<file path="src/rtl/fetch_queue.sv">
// Instruction fetch stage: sequential imem fetches buffered as {pc, instr} pairs for decode.
// Optional FETCH_ALIGN_CHECK_EN: flag misaligned redirect targets and force them word-aligned.
module fetch_queue #(
  parameter int unsigned       ADDR_W   = 32,
  parameter int unsigned       DATA_W   = 32,
  parameter int unsigned       DEPTH    = 4,
  parameter logic [ADDR_W-1:0] RESET_PC = '0,
  parameter int unsigned       PC_STEP  = 4
) (
  input  logic              clk_i,
  input  logic              rst_i,
  input  logic              pc_load_i,
  input  logic [ADDR_W-1:0] pc_addr_i,
  output logic              imem_req_o,
  output logic [ADDR_W-1:0] imem_addr_o,
  input  logic              imem_gnt_i,
  input  logic              imem_rvalid_i,
  input  logic [DATA_W-1:0] imem_rdata_i,
  output logic              valid_o,
  input  logic              ready_i,
  output logic [ADDR_W-1:0] pc_o,
  output logic [DATA_W-1:0] ir_o,
  output logic              misalign_o
);

  localparam int unsigned       PTR_W = (DEPTH > 1) ? $clog2(DEPTH) : 1;
  localparam int unsigned       CNT_W = $clog2(DEPTH + 1);
  localparam int unsigned       SUM_W = CNT_W + 1;
  localparam logic [ADDR_W-1:0] STEP  = ADDR_W'(PC_STEP);

  typedef struct packed {
    logic [ADDR_W-1:0] pc;
    logic [DATA_W-1:0] ir;
  } entry_t;

  entry_t            mem [DEPTH];
  logic [PTR_W-1:0]  rd_ptr, rd_ptr_nxt, wr_ptr, wr_ptr_nxt;
  logic [CNT_W-1:0]  count, count_nxt, remain;
  logic [CNT_W-1:0]  outstanding, outstanding_nxt, drop_cnt, drop_cnt_nxt;
  logic [ADDR_W-1:0] fetch_pc, fetch_pc_nxt, resp_pc, resp_pc_nxt;
  logic [ADDR_W-1:0] target;
  logic              valid_nxt;
  entry_t            head_nxt, push_entry;
  logic              grant, resp, drop, push, pop;

`ifdef FETCH_ALIGN_CHECK_EN
  logic misalign_nxt;

  assign target       = {pc_addr_i[ADDR_W-1:2], 2'b00};
  assign misalign_nxt = pc_load_i & (pc_addr_i[1:0] != 2'b00);

  always_ff @(posedge clk_i) begin
    if (rst_i) misalign_o <= 1'b0;
    else       misalign_o <= misalign_nxt;
  end
`else
  assign target     = pc_addr_i;
  assign misalign_o = 1'b0;
`endif

  // Credit counts buffered entries plus everything still in flight, including stale ones.
  assign imem_req_o  = ((SUM_W'(count) + SUM_W'(outstanding)) < SUM_W'(DEPTH))
                       & ~pc_load_i & ~rst_i;
  assign imem_addr_o = fetch_pc;

  always_comb begin
    grant         = imem_req_o & imem_gnt_i;
    resp          = imem_rvalid_i & (outstanding != '0);
    drop          = resp & (drop_cnt != '0);
    push          = resp & ~drop & ~pc_load_i;
    pop           = valid_o & ready_i & ~pc_load_i;
    push_entry.pc = resp_pc;
    push_entry.ir = imem_rdata_i;

    remain          = count - CNT_W'(pop);
    rd_ptr_nxt      = rd_ptr + PTR_W'(pop);
    wr_ptr_nxt      = wr_ptr + PTR_W'(push);
    count_nxt       = remain + CNT_W'(push);
    outstanding_nxt = outstanding + CNT_W'(grant) - CNT_W'(resp);
    drop_cnt_nxt    = drop_cnt - CNT_W'(drop);
    fetch_pc_nxt    = grant ? fetch_pc + STEP : fetch_pc;
    resp_pc_nxt     = push ? resp_pc + STEP : resp_pc;
    valid_nxt       = 1'b0;
    head_nxt.pc     = pc_o;
    head_nxt.ir     = ir_o;

    // Head register: next stored entry, else a response arriving into an empty queue.
    if (remain != '0) begin
      valid_nxt = 1'b1;
      head_nxt  = mem[rd_ptr_nxt];
    end else if (push) begin
      valid_nxt = 1'b1;
      head_nxt  = push_entry;
    end

    // Redirect overrides everything; in-flight responses become stale.
    if (pc_load_i) begin
      rd_ptr_nxt   = '0;
      wr_ptr_nxt   = '0;
      count_nxt    = '0;
      valid_nxt    = 1'b0;
      head_nxt.pc  = pc_o;
      head_nxt.ir  = ir_o;
      drop_cnt_nxt = outstanding - CNT_W'(resp);
      fetch_pc_nxt = target;
      resp_pc_nxt  = target;
    end
  end

  always_ff @(posedge clk_i) begin
    if (rst_i) begin
      rd_ptr      <= '0;
      wr_ptr      <= '0;
      count       <= '0;
      outstanding <= '0;
      drop_cnt    <= '0;
      fetch_pc    <= RESET_PC;
      resp_pc     <= RESET_PC;
      valid_o     <= 1'b0;
      pc_o        <= '0;
      ir_o        <= '0;
    end else begin
      rd_ptr      <= rd_ptr_nxt;
      wr_ptr      <= wr_ptr_nxt;
      count       <= count_nxt;
      outstanding <= outstanding_nxt;
      drop_cnt    <= drop_cnt_nxt;
      fetch_pc    <= fetch_pc_nxt;
      resp_pc     <= resp_pc_nxt;
      valid_o     <= valid_nxt;
      pc_o        <= head_nxt.pc;
      ir_o        <= head_nxt.ir;
    end
  end

  // Queue storage, no reset needed: only entries below count are ever read.
  always_ff @(posedge clk_i) begin
    if (push) mem[wr_ptr] <= push_entry;
  end

  a_rvalid_in_flight: assert property (@(posedge clk_i) disable iff (rst_i)
    imem_rvalid_i |-> (outstanding != '0));

  a_no_overflow: assert property (@(posedge clk_i) disable iff (rst_i)
    count <= CNT_W'(DEPTH));

endmodule

</file>
<file path="config.mk">
export PLATFORM = sky130hd
export DESIGN_NAME = fetch_queue
export DESIGN_NICKNAME = d
export VERILOG_FILES = /design/src/rtl/fetch_queue.sv
export SDC_FILE = /design/constraint.sdc
export NUM_CORES = 1
export LEC_CHECK = 0
export CELL_PAD_IN_SITES_DETAIL_PLACEMENT = 0
export CELL_PAD_IN_SITES_GLOBAL_PLACEMENT = 1
export CORE_MARGIN = 2
export CORE_UTILIZATION = 41
export CTS_BUF_LIST = sky130_fd_sc_hd__clkbuf_16
export DETAILED_ROUTE_END_ITERATION = 10
export HOLD_SLACK_MARGIN = 0.1
export PLACE_DENSITY = 0.8
export SLEW_MARGIN = 20
export SYNTH_ARGS = -nofsm -noshare
export SYNTH_HDL_FRONTEND = slang
export SYNTH_SLANG_ARGS = --single-unit
</file>
<file path="constraint.sdc">
create_clock -name clk_i -period 17.78 [get_ports clk_i]
set_input_delay 2.667 -clock clk_i [delete_from_list [all_inputs] [get_ports clk_i]]
set_output_delay 2.667 -clock clk_i [all_outputs]
set_load 0.1 [all_outputs]
</file>
==> results.cfg <==
[run_status]
status = finished clean

[timing]
finalSetupViolations = 0
maxSlewViolCount = 0
rsz0062_at_grt = no
max_freq_mhz = 129
finalHoldViolCount = 0
worst_pin_slew_ps = 1080
timing.slew.headroom_pct = 27.6
setup_tns_ps = 0
fin_skew_ps = 14.2
min_period_over_period_pct = 43.5
period_minus_slack_ps = 7730

[drt]
maxUsedRoutingLayer = met5
route.met3.wl_um = 2010
wl_met2_um = 17700
routed_via_density = 5.45
totalWireLength_um = 37600
vias = 10400
drt-pass1-iter-count = 4
wl_met1_um = 17300
wl_per_cell_um = 19.8
initialDrtViolationCount = 651
post-route-drc-count = 0
ant_nets = 0

[setup_path]
path_class = input port to output pin
r2r_end = outstanding[2]
startpoint = pc_load_i
arrival_ps = 5060
crit_required_ps = 15110
rrSetupSlack_ps = 14090
rr_startpoint = outstanding[2]
critPathCapture = imem_req_o
path_max_fanout = 44
r2r_cells = 11
cp-end-kind = output pin
critPathLaunchType = input port

[hold_path]
hold_class = flip-flop to flip-flop

[die]
chipWidth_um = 203
ioPinCount = 169
die_area_um2 = 41100
die_h_um = 203
core_area_um2 = 38800
initial_core_util_pct = 41.7
num_rows = 72

[synth]
synth_seq_area_share_pct = 65.0
syn_inst = 1202
synth_fp_nets = 1289
yosys_warnings = 0
avgSynthCellArea_um2 = 13.5
synthArstFlopShare_pct = 0
synth_adder_area_share_pct = 1.36
ys_types = 53
synthMuxAreaShare_pct = 9.04
synth_top_family_by_area = simple AND/OR/NAND/NOR gates
yosys.area_share.simple_pct = 11.9
ys_ff_latch = 398
synth_area_um2 = 16200
synth_edf_count = 256
synthFlopType = edfxtp_1
synth-compound-area-share_pct = 7.79
synth_xor_area_share_pct = 2.27

[final_layout]
fin_util_pct = 50.8
drive_gt1_share_pct = 11.6
diodes = 0
layout-area-overhead-vs-synth_pct = 21.7
fin_nets = 1437

[power]
p_comb_share_pct = 24.2
power.leakage_nw = 6.40
totalPowerFinal_mw = 2.58
clkPwrFrac_pct = 32.9
internal_power_mw = 1.72
swShare_pct = 33.2
switchingPower_uw = 857
peakVddDrop_v = 0.0000603
power_frac_seq_pct = 42.9
p_per_area_nw_per_um2 = 131

[global_route]
grt_overflow = 0
antenna_found_initial = 1
gr-usage-all-layers_pct = 18.3
grt_pass1_vias = 10400
grt_pass1_wl_um = 58900
grt_max_degree = 93

[cts]
clkTransAtPathRegs_ps = 60
post_cts_resized = 0
cts_hold_buf = 0
root_buffer = clkbuf_16
cts.sinks = 398
post-cts-setup-buffers = 0
clock_path_buffers = 3
clock_latency_ps = 530
cts_tree = yes
numCtsBuffers = 42
cts.htree.levels = 2

[place]
place.port_buffers = 167
gp_congestion = 0.796
dp_hpwl_um = 22000

[flow_run]
max_cap_viol_count = 0
## registers in the layout, summed over array words and instances (netlist names), 2 cells and up
register     count
count            3
drop_cnt         3
imem_addr_o     32
ir_o            32
mem            256
outstanding      3
pc_o            32
rd_ptr           2
resp_pc         32
wr_ptr           2
## placed cells by master (no fill, tap or decap), types with 16 or more instances in the layout
| cell | netlist | routed |
|---|---|---|
| nand2_1 | 183 | 183 |
| clkbuf_16 | 0 | 43 |
| clkdlybuf4s50_1 | 0 | 165 |
| xor2_1 | 28 | 27 |
| edfxtp_1 | 256 | 256 |
| a21boi_0 | 16 | 16 |
| a31oi_1 | 18 | 18 |
| a21oi_1 | 25 | 24 |
| nor2_1 | 100 | 99 |
| inv_1 | 24 | 35 |
| nand4_1 | 24 | 24 |
| a311oi_1 | 67 | 67 |
| nand3_1 | 25 | 24 |
| mux4_2 | 64 | 64 |
| dfxtp_1 | 142 | 142 |
## power groups by stage
stage	logic, mW	clock network, mW	registers (mW)
global route	0.662	0.902	1.11
finish	0.624	0.848	1.11
detailed placement	0.631	0	1.13
floorplan	0.196	0	1.39
global placement	0.622	0	1.12
CTS	0.632	0.864	1.11
## cell families after synthesis
family | Yosys count
and+or+nand+nor | 408
DFF | 398
AOI/OAI and AO/OA | 169
buffers and inverters | 101
muxes | 66
xor gates and xnor gates | 42
adders and majority gates | 17
other | 1
## stage by stage
stage | cell area [um^2] | setup WS [ps] | instances | hold slack [ps]
after CTS | 19700 | 10060 | 1901 | 459
after global placement | 18400 | 10070 | 1824 | 446
after detailed placement | 18400 | 10070 | 1824 | 451
after floorplan | 16200 | 7400 | 1202 | 476
after global routing | 19700 | 9990 | 1901 | 485
final | 19700 | 10050 | 1901 | 456
## worst max-delay path, stage by stage
cell	delay [ps]
buf_2	100
buf_4	270
or2_1	440
nor3_1	350
clkdlybuf4s50_1	1200
## metal layers
layer,GRT usage [%],vias up
met1,26.0,5179
li1,-,4857
met5,0,-
met4,4.04,2
met2,29.7,282
met3,2.87,46
## Yosys cell counts (14+ instances only)
cell	count	area [um^2]
ha_1	16	200
a21boi_0	16	120
a21oi_1	25	125
edfxtp_1	256	7690
clkbuf_1	46	173
a211oi_1	15	113
xor2_1	28	245
nand2_1	183	687
a311oi_1	67	587
mux4_2	64	1440
dfxtp_1	142	2840
buf_2	16	80.1
inv_1	24	90.1
nand4_1	24	150
nand3_1	25	125
xnor2_1	14	123
nor2_1	100	375
a31oi_1	18	113
## area by class of cell
| class | instances | area (um^2) |
|---|---|---|
| timing repair buffer | 179 | 1760 |
| inverter | 26 | 97.6 |
| multi-input combinational | 703 | 5340 |
| fill | 3316 | 19100 |
| clock buffer | 43 | 1080 |
| tap | 518 | 648 |
| clock inverter | 34 | 264 |
| sequential | 398 | 10500 |
## worst min-delay path by stage
| stage | startpoint | to | slack (ps) | depth (start not counted) |
|---|---|---|---|---|
| 2_1_floorplan | resp_pc[0] | resp_pc[0] | 480 | 2 |
| 3_3_place_gp | imem_addr_o[0] | imem_addr_o[0] | 450 | 2 |
| 3_5_place_dp | imem_addr_o[0] | imem_addr_o[0] | 450 | 2 |
| 4_1_cts | imem_addr_o[0] | imem_addr_o[0] | 460 | 2 |
| 5_1_grt | imem_addr_o[0] | imem_addr_o[0] | 480 | 2 |
| 6_report | imem_addr_o[0] | imem_addr_o[0] | 460 | 2 |
(Power assumes the default switching activity.)
